**src/rtl/qnet_pkg.sv**
```systemverilog
// Shared QNET definitions: header field map, broadcast ID, command opcodes and decoder FSM states.
package qnet_pkg;

    localparam int HDR_CFG_LSB  = 61;
    localparam int HDR_CFG_W    = 3;
    localparam int HDR_CMD_LSB  = 56;
    localparam int HDR_CMD_W    = 5;
    localparam int HDR_FLG_LSB  = 50;
    localparam int HDR_FLG_W    = 6;
    localparam int HDR_DEST_LSB = 40;
    localparam int HDR_SRC_LSB  = 30;
    localparam int HDR_STEP_LSB = 20;
    localparam int HDR_ID0_LSB  = 10;
    localparam int HDR_ID1_LSB  = 0;
    localparam int HDR_NODE_W   = 10;

    localparam logic [9:0] BCAST_ID = 10'h3FF;

    localparam logic [4:0] _get_net  = 5'h01;
    localparam logic [4:0] _get_id   = 5'h02;
    localparam logic [4:0] _get_step = 5'h03;
    localparam logic [4:0] _get_cond = 5'h04;

    typedef struct packed {
        logic [2:0] cfg;
        logic [4:0] cmd;
        logic [5:0] flg;
        logic [9:0] dest;
        logic [9:0] src;
        logic [9:0] step;
        logic [9:0] id0;
        logic [9:0] id1;
    } qnet_hdr_t;

    typedef enum logic [2:0] {
        ST_IDLE,
        ST_RX,
        ST_DROP,
        ST_DEC,
        ST_DISP
    } dec_state_t;

    // STEP is compared one bit wider so that 10'h3FF + 1 cannot wrap to zero.
    function automatic logic [10:0] step_inc(input logic [9:0] step);
        return {1'b0, step} + 11'd1;
    endfunction

endpackage

```
**src/rtl/qnet_frame_rx.sv**
```systemverilog
// Word counter and framing checks for 4-word QNET frames; holds the captured words as one 128-bit frame.
module qnet_frame_rx (
    input  logic         clk,
    input  logic         srst,
    input  logic         rx_en,
    input  logic [31:0]  rx_tdata,
    input  logic         rx_tvalid,
    input  logic         rx_tlast,
    output logic [127:0] frame,
    output logic         frame_vld,
    output logic         frame_err
);

    logic [1:0] cnt_reg;
    logic       accept;
    logic       last_word;

    assign accept    = rx_en & rx_tvalid;
    assign last_word = (cnt_reg == 2'd3);

    // Strobes are combinational so the FSM can leave RX on the tlast handshake itself.
    assign frame_vld = accept & rx_tlast & last_word;
    assign frame_err = accept & (rx_tlast ^ last_word);

    always_ff @(posedge clk) begin
        if (srst) begin
            cnt_reg <= 2'd0;
        end else if (accept) begin
            cnt_reg <= (rx_tlast || last_word) ? 2'd0 : cnt_reg + 2'd1;
        end
    end

    genvar gi;
    generate
        for (gi = 0; gi < 4; gi++) begin : gen_word
            logic [31:0] word_reg;
            always_ff @(posedge clk) begin
                if (srst) begin
                    word_reg <= 32'd0;
                end else if (accept && cnt_reg == 2'(gi)) begin
                    word_reg <= rx_tdata;
                end
            end
        end
    endgenerate

    // Header is {word0, word1}; payload is {D1, D0} = {word3, word2}.
    assign frame = {gen_word[0].word_reg, gen_word[1].word_reg,
                    gen_word[3].word_reg, gen_word[2].word_reg};

endmodule

```
**src/rtl/qnet_cmd_dec.sv**
```systemverilog
// QNET receive-side command decoder: deframes RX words, delivers local commands, forwards ring traffic.
// Optional QNET_DEC_STATS_EN adds saturating 16-bit frame statistics outputs.
module qnet_cmd_dec #(
    parameter logic [9:0] BCAST_ID = qnet_pkg::BCAST_ID,
    parameter int         ACK_TO   = 1023
) (
    input  logic        t_clk_i,
    input  logic        t_rst_i,
    input  logic [9:0]  param_ID,
    input  logic [9:0]  param_NN,
    input  logic [31:0] rx_tdata_i,
    input  logic        rx_tvalid_i,
    input  logic        rx_tlast_i,
    output logic        rx_tready_o,
    output logic        net_cmd_req_o,
    input  logic        net_cmd_ack_i,
    output logic [63:0] net_cmd_h_o,
    output logic [63:0] net_cmd_dt_o,
    output logic        net_cmd_loop_o,
    output logic        fwd_vld_o,
    input  logic        fwd_rdy_i,
    output logic [63:0] fwd_h_o,
    output logic [63:0] fwd_dt_o,
    output logic        err_o
`ifdef QNET_DEC_STATS_EN
    ,
    output logic [15:0] stat_rx_o,
    output logic [15:0] stat_loc_o,
    output logic [15:0] stat_fwd_o,
    output logic [15:0] stat_err_o
`endif
);
    import qnet_pkg::*;

    localparam int TO_W = $clog2(ACK_TO + 1);

    dec_state_t      state_reg, state_next;
    logic            req_reg, req_next;
    logic            vld_reg, vld_next;
    logic            loop_reg, loop_next;
    logic            err_reg, err_next;
    logic [9:0]      fwd_step_reg, fwd_step_next;
    logic [TO_W-1:0] to_cnt_reg, to_cnt_next;

    logic [127:0]    frame;
    logic            frame_vld;
    logic            frame_err;
    qnet_hdr_t       hdr;
    qnet_hdr_t       fwd_hdr;
    logic            hdr_valid;
    logic            is_local;
    logic            is_fwd;
    logic            step_ovf;
    logic [10:0]     step_plus;

    qnet_frame_rx u_frame_rx (
        .clk       (t_clk_i),
        .srst      (t_rst_i),
        .rx_en     (state_reg == ST_RX),
        .rx_tdata  (rx_tdata_i),
        .rx_tvalid (rx_tvalid_i),
        .rx_tlast  (rx_tlast_i),
        .frame     (frame),
        .frame_vld (frame_vld),
        .frame_err (frame_err)
    );

    assign hdr       = qnet_hdr_t'(frame[127:64]);
    assign hdr_valid = hdr.cfg[2];
    assign is_local  = hdr_valid & ((hdr.dest == param_ID) | (hdr.dest == BCAST_ID) | (hdr.src == param_ID));
    assign is_fwd    = hdr_valid & (hdr.src != param_ID) & (hdr.dest != param_ID);
    assign step_plus = step_inc(hdr.step);
    assign step_ovf  = step_plus > {1'b0, param_NN};

    always_ff @(posedge t_clk_i) begin
        if (t_rst_i) begin
            state_reg    <= ST_IDLE;
            req_reg      <= 1'b0;
            vld_reg      <= 1'b0;
            loop_reg     <= 1'b0;
            err_reg      <= 1'b0;
            fwd_step_reg <= 10'd0;
            to_cnt_reg   <= '0;
        end else begin
            state_reg    <= state_next;
            req_reg      <= req_next;
            vld_reg      <= vld_next;
            loop_reg     <= loop_next;
            err_reg      <= err_next;
            fwd_step_reg <= fwd_step_next;
            to_cnt_reg   <= to_cnt_next;
        end
    end

    always_comb begin
        state_next    = state_reg;
        req_next      = req_reg;
        vld_next      = vld_reg;
        loop_next     = loop_reg;
        err_next      = 1'b0;
        fwd_step_next = fwd_step_reg;
        to_cnt_next   = to_cnt_reg;
        case (state_reg)
            ST_IDLE: state_next = ST_RX;
            ST_RX: begin
                if (frame_vld) begin
                    state_next = ST_DEC;
                end else if (frame_err) begin
                    err_next   = 1'b1;
                    // An early tlast already closed the frame; a missing one leaves words to swallow.
                    state_next = rx_tlast_i ? ST_IDLE : ST_DROP;
                end
            end
            ST_DROP: begin
                if (rx_tvalid_i && rx_tlast_i) begin
                    state_next = ST_IDLE;
                end
            end
            ST_DEC: begin
                err_next      = hdr_valid & step_ovf;
                req_next      = is_local;
                vld_next      = is_fwd & ~step_ovf;
                loop_next     = is_local & (hdr.src == param_ID);
                fwd_step_next = step_plus[9:0];
                to_cnt_next   = '0;
                state_next    = (is_local || (is_fwd && !step_ovf)) ? ST_DISP : ST_IDLE;
            end
            ST_DISP: begin
                if (req_reg) begin
                    if (net_cmd_ack_i) begin
                        req_next = 1'b0;
                    end else if (to_cnt_reg == TO_W'(ACK_TO - 1)) begin
                        req_next = 1'b0;
                        err_next = 1'b1;
                    end else begin
                        to_cnt_next = to_cnt_reg + TO_W'(1);
                    end
                end
                if (vld_reg && fwd_rdy_i) begin
                    vld_next = 1'b0;
                end
                if (!req_next && !vld_next) begin
                    state_next = ST_IDLE;
                end
            end
            default: state_next = ST_IDLE;
        endcase
    end

    always_comb begin
        fwd_hdr      = hdr;
        fwd_hdr.step = fwd_step_reg;
    end

    assign rx_tready_o    = (state_reg == ST_RX) || (state_reg == ST_DROP);
    assign net_cmd_req_o  = req_reg;
    assign net_cmd_h_o    = frame[127:64];
    assign net_cmd_dt_o   = frame[63:0];
    assign net_cmd_loop_o = loop_reg;
    assign fwd_vld_o      = vld_reg;
    assign fwd_h_o        = fwd_hdr;
    assign fwd_dt_o       = frame[63:0];
    assign err_o          = err_reg;

`ifdef QNET_DEC_STATS_EN
    logic [3:0] stat_inc;
    assign stat_inc = {err_reg, vld_reg & fwd_rdy_i, req_reg & net_cmd_ack_i, frame_vld};

    genvar gi;
    generate
        for (gi = 0; gi < 4; gi++) begin : gen_stat
            logic [15:0] cnt_reg;
            always_ff @(posedge t_clk_i) begin
                if (t_rst_i) begin
                    cnt_reg <= 16'd0;
                end else if (stat_inc[gi] && cnt_reg != 16'hFFFF) begin
                    cnt_reg <= cnt_reg + 16'd1;
                end
            end
        end
    endgenerate

    assign stat_rx_o  = gen_stat[0].cnt_reg;
    assign stat_loc_o = gen_stat[1].cnt_reg;
    assign stat_fwd_o = gen_stat[2].cnt_reg;
    assign stat_err_o = gen_stat[3].cnt_reg;
`endif

endmodule
```
**config.mk**
```make
export PLATFORM = sky130hd
export DESIGN_NAME = qnet_cmd_dec
export DESIGN_NICKNAME = d
export VERILOG_FILES = /design/src/rtl/qnet_pkg.sv /design/src/rtl/qnet_frame_rx.sv /design/src/rtl/qnet_cmd_dec.sv
export SDC_FILE = /design/constraint.sdc
export NUM_CORES = 1
export LEC_CHECK = 0
export CAP_MARGIN = 20
export CELL_PAD_IN_SITES_DETAIL_PLACEMENT = 1
export CELL_PAD_IN_SITES_GLOBAL_PLACEMENT = 1
export CORE_UTILIZATION = 30
export CTS_CLUSTER_DIAMETER = 120
export DETAILED_ROUTE_END_ITERATION = 10
export GPL_TIMING_DRIVEN = 1
export HOLD_SLACK_MARGIN = 0.05
export PLACE_DENSITY_LB_ADDON = 0.15
export SLEW_MARGIN = 0
export SYNTH_ARGS = -nofsm -noshare
export SYNTH_HDL_FRONTEND = slang
export SYNTH_HIERARCHICAL = 1
export SYNTH_SLANG_ARGS = --single-unit
```
**constraint.sdc**
```tcl
create_clock -name t_clk_i -period 2.62 [get_ports t_clk_i]
set_input_delay 0.655 -clock t_clk_i [delete_from_list [all_inputs] [get_ports t_clk_i]]
set_output_delay 0.655 -clock t_clk_i [all_outputs]
set_load 0.02 [all_outputs]
```
==> reports/metrics.cfg <==
[routing]
first_pass_iters=4
vias=6324
antenna_left=0
drc=0
via_per_inst=4.52
wl_per_cell_um=18.0
routed_wl_um=25100
drt-initial-drc-count=217

[clock_network]
cts_buffer_depth=2
htree_num_levels=4
cts_root_buf=clkbuf_16
hold_buffers=0
cts_resized=0
postCtsSetupRepairBufs=0
numCtsBuffers=17
cts_num_sinks=157
insertion_delay_ns=0.42
clk_pin_slew_worst_paths_ns=0.07
cts_tree=built

[timing]
finalMaxSlewViolations=0
holdWs_ns=0.460
tns_ns=0
max-slew-margin-rel=0.654
report.final.setup_viol=0
finalHoldViolations=0
finClkSkew_ns=0.0110
layout_min_cycle_time_ns=2.48
final.setup.worst_slack_ns=0.138
fin_crit_sh=0.947
tightest_slew_ns=0.518
fmax_mhz=403

[pwr]
p_leak_nw=4.69
power.density_nw_per_um2=499
vdd_drop_max_v=0.000337
finalPower_mw=5.72

[worst_hold_path]
hold_depth=2
min_to=fwd_step_reg[1]
hp-start=fwd_step_reg[1]
hold_path.class=reg2reg

[finish]
nNetsFinal=1122
largest_reg_flops=128
fill_cells=3019
areaGrowthSynthToFinish_pct=40.5
final_util=0.428
diodes=0
drive_above_1_share=0.0708

[synth]
yosys.area.top_type=dfxtp_1
synth_edf_count=0
syn-cell-area_um2=8160
synth_top_area_frac=0.385
synth_seq_cells=157
synthArstFlopShare=0
synth.most_common_cell=nand2b_1
yosys_warnings=6
syn_inst=846
synth.top_cells.by_count=nand2b_1 (163), dfxtp_1 (157), mux2i_1 (129)
ys.flop_type=dfxtp_1
yosys.cell_types.count=50
syn_area_per_cell_um2=9.65
syn-num-nets=922
ys_seq_area_frac=0.385
ys_top_cells_by_area=dfxtp_1 (39%), mux2i_1 (16%), nand2b_1 (12%), buf_4 (11%), ha_1 (2.8%)

[setup_path]
path_max_fanout=5
r2r_cells=11
cp_top_family=simple AND/OR/NAND/NOR gates
slowest_delay_ns=0.40
required_ns=2.95
path_buf_inv=1
rrSetupSlack_ns=0.14
cp_slowest_cell=dfxtp_1
worstPathArrival_ns=2.81
r2r-start=u_frame_rx/gen_word[1].word_reg[21]
r2r_end=fwd_vld_o
path_cells=ha_2 -> and3_1 -> nand3_1 -> xnor2_2 -> ha_1 -> a21oi_2 -> nand2_1 -> nor4_1 -> o31ai_1 -> buf_4 -> o32ai_1
critPathKind=reg2reg
cp-start-kind=flop
worstSetupEndpointType=flop

[global_routing]
grt_pass1_wl_um=38500
globalRouteOverflowTotal=0
antenna_found_initial=0
grt_max_degree=61
grt_pass1_vias=6560
grt_usage=0.179

[floorplan]
start_util=0.305
die_height_um=167
core-area_um2=26800
rows=60
die_area_um2=27900
die_w_um=167
pin_count=319

[job]
drv_cap=0

[status]
outcome=completed

[place]
gp_congestion=0.790
dp_hpwl_um=18700
dpl_worst_slack_ns=0.0107
io_buffers=318

==> area by class of cell <==
| class | count | area [um2] | area share |
|---|---|---|---|
| clock buffer | 18 | 429 | 0.0374 |
| clock inverter | 14 | 146 | 0.0128 |
| inverter | 18 | 67.6 | 0.00589 |
| multi-input combinational | 510 | 3810 | 0.333 |
| sequential | 157 | 3150 | 0.274 |
| tap | 341 | 427 | 0.0372 |
| timing repair buffer | 342 | 3440 | 0.300 |
==> placed cells by master, fill, tap and decap left out, types with 5 or more instances in the layout <==
| master | instances |
|---|---|
| a21oi_1 | 13 |
| and3_1 | 5 |
| buf_12 | 6 |
| buf_4 | 19 |
| clkbuf_16 | 17 |
| clkdlybuf4s50_1 | 317 |
| dfxtp_1 | 155 |
| ha_1 | 17 |
| inv_1 | 18 |
| inv_6 | 6 |
| mux2i_1 | 129 |
| nand2_1 | 20 |
| nand2b_1 | 163 |
| nand3_1 | 13 |
| nand4_1 | 13 |
| nor2_1 | 33 |
| nor3_1 | 12 |
| o21ai_0 | 8 |
| xnor2_1 | 20 |
| xor2_1 | 10 |
==> metal layers <==
metal,vias to the layer above,share of wire,global-route usage
li1,3105,-,-
met1,3064,0.46,0.230
met2,139,0.49,0.307
met3,16,0.035,0.0302
met4,0,0.0079,0.0491
met5,-,0,0
==> metrics by stage <==
step	instances	area, um2
CTS	1400	11400
global route	1400	11500
floorplan	846	8160
detailed placement	1368	10900
finish	1400	11500
global placement	1368	10900
==> tightest hold or removal path: cells and delay by family (launching register included) <==
kind	cells	cell delay, ns
compound gates	1	0.05
simple gates	1	0.05
flops	1	0.31
==> power by group <==
part           switching, mW  total [mW]  internal, mW
clock network           1.11        2.45          1.34
logic                  0.375       0.756         0.381
registers             0.0720        2.51          2.44
total                   1.55        5.72          4.16
==> logic make-up after synthesis <==
family | synth area share
compound gates | 0.0354
xor+xnor | 0.0333
fa+ha+maj | 0.0276
buf+inv | 0.150
flops | 0.385
mux | 0.160
simple gates | 0.209
==> worst max-delay path by stage <==
stage                                              startpoint           end  slack (ns)  cells after the start
after CTS                 u_frame_rx/gen_word[1].word_reg[20]     fwd_vld_o        0.05                     11
final                     u_frame_rx/gen_word[1].word_reg[21]     fwd_vld_o        0.14                     11
after detailed placement                           rx_tlast_i  state_reg[1]        0.01                      9
after global placement                             rx_tlast_i  state_reg[1]        0.05                      9
after floorplan           u_frame_rx/gen_word[1].word_reg[20]     fwd_vld_o        0.25                     10
after global routing      u_frame_rx/gen_word[1].word_reg[21]     fwd_vld_o       -0.03                     11
Note: power is estimated with default switching activity, not from simulation.
==> edit 1, RTL diff (config.mk and constraints unchanged) <==
Add a define of `QNET_DEC_STATS_EN`.
--- a/src/rtl/qnet_cmd_dec.sv
+++ b/src/rtl/qnet_cmd_dec.sv
@@ -1,5 +1,7 @@
 // QNET receive-side command decoder: deframes RX words, delivers local commands, forwards ring traffic.
 // Optional QNET_DEC_STATS_EN adds saturating 16-bit frame statistics outputs.
+`define QNET_DEC_STATS_EN
+
 module qnet_cmd_dec #(
     parameter logic [9:0] BCAST_ID = qnet_pkg::BCAST_ID,
     parameter int         ACK_TO   = 1023
Check against the original RTL (old outputs only; new: stat_err_o, stat_fwd_o, stat_loc_o and stat_rx_o): equivalent (equiv_simple and equiv_induct, registers matched by name and starting in step).
==> edit 1 against the unedited design <==
Global-route usage increased by 1.0 points; power increased by 63%; sequential cell count increased by 64; critical path type is now reg -> out; area after synthesis increased by 38%; clock skew increased by 0.012 ns; die area increased by 38%; design area increased by 39%; wire length increased by 48%; via count increased by 49%; critical path depth decreased by 10; worst setup slack improved by 0.0019 ns.
==> edit 1: results (changes against the unedited design) <==
standard cell with the maximum stage delay on the critical path clkdlybuf4s50_1; area fraction in compound gates after synthesis 7.001% (+3.5 points); post-synthesis xor/xnor area fraction 5.825% (+2.5 points); net count after synthesis 1,277 (+39%); share of the synthesized area in the top cell type 39.23% (+0.72 points); logic gate share of total power 17.2% (+4.0 points); data arrival time of the critical path 1.82 ns (-0.99 ns); capture point of the worst reg-to-reg path err_o$_SDFF_PP0_; CP top delay family buffers and inverters; initial antenna violation count 1 (+1); R2R depth 9 (-2); Area contributors post-synth dfxtp_1, mux2i_1, nand2b_1; post-detail-place hpwl 27,930 um (+49%); maximum single-stage delay on the critical path 0.70 ns (+0.30 ns); largest net degree at the start of global routing 49 (-20%); Peak supply drop 0.3499 mV (+3.9%); post-route clock skew 0.02345 ns (+0.01249 ns); Via Count 9,416 (+49%); top cells by instance count after synthesis dfxtp_1, nand2b_1, mux2i_1; placed cell areas 0.01491 mm^2 (+37%); power of the clock network 4.05 mW (+65%); number of design-rule violations left by the first detailed-router iteration 237 (+9.2%); number of fill cells 4,153 (+38%); count of distinct cell types in the synthesized netlist 73 (+46%); end point of the worst hold path fwd_step_reg[1]$_SDFFE_PP0P_; number of H-tree branching levels 1 (-3); first-pass GRT wire length 57,240 um (+49%); number of buffers on the longest clock path 3 (+1); last weighted congestion value of the routability-driven placer 0.7713 (-2.3%); worst r2r src u_frame_rx/gen_word[1].word_reg[24]$_SDFFE_PP0P_; run status finished, final reports clean; Clk Latency, worst-skew pair 0.54 ns (+0.12 ns); vias in the first global route 9,889 (+51%); proportion of layout cells with a drive suffix above 1 8.372% (+1.3 points); area share of fa/ha/maj cells after synthesis 2.441% (-0.32 points); Port-buffer cells 382 (+20%); Worst R2R Setup Slack 0.26 ns (+0.12 ns); sequential cell area fraction in the yosys report 39.23% (+0.72 points); power density relative to cell area 586.4 mW/mm^2 (+18%); fin nets 1,564 (+39%)
## edit 1: cell types whose count changed after synthesis, sizes merged, moves of 14 or more
| cell | delta |
|---|---|
| nand4 | +16 |
| dfxtp | +64 |
| nor2 | +61 |
| nand2 | +15 |
| nand3 | +14 |
| xor2 | +23 |
| xnor2 | +21 |
## edit 1: cell type report
| type | count | area (um^2) | area share [%] |
|---|---|---|---|
| diodes | 1 | 2.502 | 0.01574 |
| clock buffers | 38 | 777.0 | 4.887 |
| clock inverters | 12 | 192.7 | 1.212 |
| inverters | 31 | 116.4 | 0.7318 |
| multi-input cells | 772 | 5542 | 34.85 |
| flip-flops and latches | 221 | 4427 | 27.84 |
| well taps | 468 | 585.6 | 3.683 |
| repair buffers | 431 | 4258 | 26.78 |
## edit 1: timing repair
item / CTS / global route
gates resized for setup: 1 / 5
buffers inserted: 0 / 1
pin swaps: 0 / 1
endpoints found under the setup margin: 1 / 4
## edit 1: routing by layer
| layer | part of all wire (%) | wire length [um] | track usage, % | vias up |
|---|---|---|---|---|
| li1 | - | - | - | 4565 |
| met1 | 43 | 16090 | 23.26 | 4562 |
| met2 | 49 | 18250 | 33.45 | 248 |
| met3 | 5.3 | 1980 | 4.109 | 41 |
| met4 | 2.1 | 780 | 4.398 | 0 |
| met5 | 0 | 0 | 0 | - |
## edit 1: tightest hold or removal path, stage by stage, from the launching register on
cell and delay (ns):
dfxtp_1 0.31, nand2_1 0.05, a21oi_1 0.05
## edit 1: stage by stage
step	TNS, ns	setup slack, ns	cells	utilization [%]	hold slack [ns]
floorplan	0	0.08405	1197	-	0.4809
detailed placement	-0.1069	-0.08591	1922	40.52	0.4562
global placement	0	0.009728	1922	40.52	0.4458
CTS	0	0.02726	1972	43.16	0.4641
global route	0	0.07116	1974	43.22	0.4799
finish	0	0.1403	1974	43.22	0.4598
==> edit 2, RTL diff (same settings) <==
Made on the original files. The 5 states of `dec_state_t` get a one-hot encoding in 5 bits.
--- a/src/rtl/qnet_pkg.sv
+++ b/src/rtl/qnet_pkg.sv
@@ -32,12 +32,12 @@
         logic [9:0] id1;
     } qnet_hdr_t;
 
-    typedef enum logic [2:0] {
-        ST_IDLE,
-        ST_RX,
-        ST_DROP,
-        ST_DEC,
-        ST_DISP
+    typedef enum logic [4:0] {
+        ST_IDLE = 5'b00001,
+        ST_RX   = 5'b00010,
+        ST_DROP = 5'b00100,
+        ST_DEC  = 5'b01000,
+        ST_DISP = 5'b10000
     } dec_state_t;
 
     // STEP is compared one bit wider so that 10'h3FF + 1 cannot wrap to zero.
Function: same outputs for any inputs over 10 cycles, from zero or initial values and one cycle with t_rst_i high; not proved beyond that.
==> edit 2 against the unedited design <==
The flow now finishes with violations (setup timing); design area rose by 3.1%; die area increased by 0.85%; worst setup slack got worse by 0.15 ns; area after synthesis grew 0.86%; core utilization increased by 1.1 points; wire length is 1.2% higher; sequential power is 2% lower; sequential cell count is 2 higher; global-route usage increased by 0.093 points; fmax fell by 5.8%; largest power group is now the clock network; via count is 2.1% higher; largest cell class unchanged; power down 4.7%; highest routed layer unchanged.
==> edit 2: results (changes against the unedited design) <==
proportion of layout cells with a drive suffix above 1 10.03% (+2.9 points); area fraction in compound gates after synthesis 3.678% (+0.14 points); vias in the first global route 6,518 (-0.64%); Min Hold Slack 0.4560 ns (-0.003952 ns); proportion of synthesized area in mux cells 15.56% (-0.39 points); net switching share of the total power 25.25% (-1.9 points); end point of the worst hold path fwd_step_reg[1]$_SDFFE_PP0P_; post-CTS setup repair buffer count 1 (+1); final critical-path setup slack -0.01509 ns (-0.1534 ns); last weighted congestion value of the routability-driven placer 0.7970 (+0.92%); routed vias/inst 4.520 (about the same); area share of fa/ha/maj cells after synthesis 2.736% (-0.023 points); grt met1 use 23.42% (+0.40 points); transition time at the pin with the least slew margin 0.5298 ns (+0.01193 ns); grt met3 use 3.569% (+0.55 points); capture point of the worst reg-to-reg path state_reg[0]$_SDFFE_PP1P_; post-route clock skew 0.01238 ns (+0.001423 ns); number of design-rule violations left by the first detailed-router iteration 210 (-3.2%); largest net degree at the start of global routing 64 (+4.9%); hold path start fwd_step_reg[1]$_SDFFE_PP0P_; Leakage Power 4.918 nW (+4.9%); run status finished, violations left; critical-path maximum fanout 4 (-1); Worst Setup Slack post-DPL -0.2907 ns (-0.3014 ns); setup tns final -0.01509 ns (-0.01509 ns); count of distinct cell types in the synthesized netlist 47 (-6.0%); maximum single-stage delay on the critical path 0.37 ns (-0.03 ns); net count after synthesis 926 (+0.43%); post-synthesis xor/xnor area fraction 3.830% (+0.50 points); Final setup violation count 1 (+1); sequential cell area fraction in the yosys report 38.67% (+0.16 points); met2 track utilization from global routing 30.24% (-0.45 points); failing checks setup timing; post-detail-place hpwl 18,690 um (-0.27%); CTS resizes 7 (+7); top cells by instance count after synthesis nand2b_1, dfxtp_1, mux2i_1; Area contributors post-synth dfxtp_1, mux2i_1, nand2b_1; first-pass GRT wire length 38,720 um (+0.63%); critical path startpoint u_frame_rx/gen_word[1].word_reg[20]$_SDFFE_PP0P_; drt wl/cell 17.80 um (-0.83%); number of fill cells 3,021 (+0.066%); fin nets 1,151 (+2.6%); Peak supply drop 0.3192 mV (-5.2%); standard cell with the maximum stage delay on the critical path dfxtp_4
## edit 2: cell types whose count changed in the layout (fill, tap and decap cells not counted), moves of 8 or more
cell     unedited run  this run
xnor2_1            20         5
nand3_1            13         5
xor2_1             10        29
buf_4              19        42
## edit 2: layer usage
layer / vias to the layer above / wire length, um
met3: 16 / 1342
met1: 3096 / 11590
met5: - / 0
li1: 3150 / -
met4: 0 / 238
met2: 192 / 12260
## edit 2: power groups by stage
| stage | sequential [mW] | clock [mW] | combinational [mW] |
|---|---|---|---|
| finish | 2.47 | 2.54 | 0.442 |
| global route | 2.47 | 2.73 | 0.477 |
| CTS | 2.47 | 2.62 | 0.448 |
| detailed placement | 2.52 | 0 | 0.443 |
| global placement | 2.52 | 0 | 0.440 |
| floorplan | 2.53 | 0 | 0.231 |
## edit 2: final cells by class
type	instances	area share, %
multi-input cells	515	33.27
well taps	341	3.610
inverters	17	0.5400
clock inverters	13	1.207
repair buffers	365	30.56
flip-flops and latches	159	27.01
clock buffers	18	3.812
## edit 2: cells by family after synthesis
logic type      count (synthesis)
compound gates                 43
xor+xnor                       36
fa+ha+maj                      18
buf+inv                       176
flops                         159
mux                           128
simple gates                  290
## edit 2: worst max-delay path: cells and delay by family, from the launching register on
family / cells / cell delay (ns)
flip-flops: 1 / 0.37
AO/OA/AOI/OAI: 4 / 0.80
adder cells (fa/ha/maj): 2 / 0.44
buffers and inverters: 1 / 0.15
AND/OR/NAND/NOR: 5 / 0.56
XOR/XNOR: 1 / 0.21
## edit 2: stage by stage
step                      instances  utilization (%)  instance area [um^2]
after CTS                      1426            43.65                 11760
after global routing           1428            43.85                 11820
final                          1428            43.85                 11820
after detailed placement       1394            41.30                 11130
after floorplan                 850                -                  8259
after global placement         1394            41.30                 11130
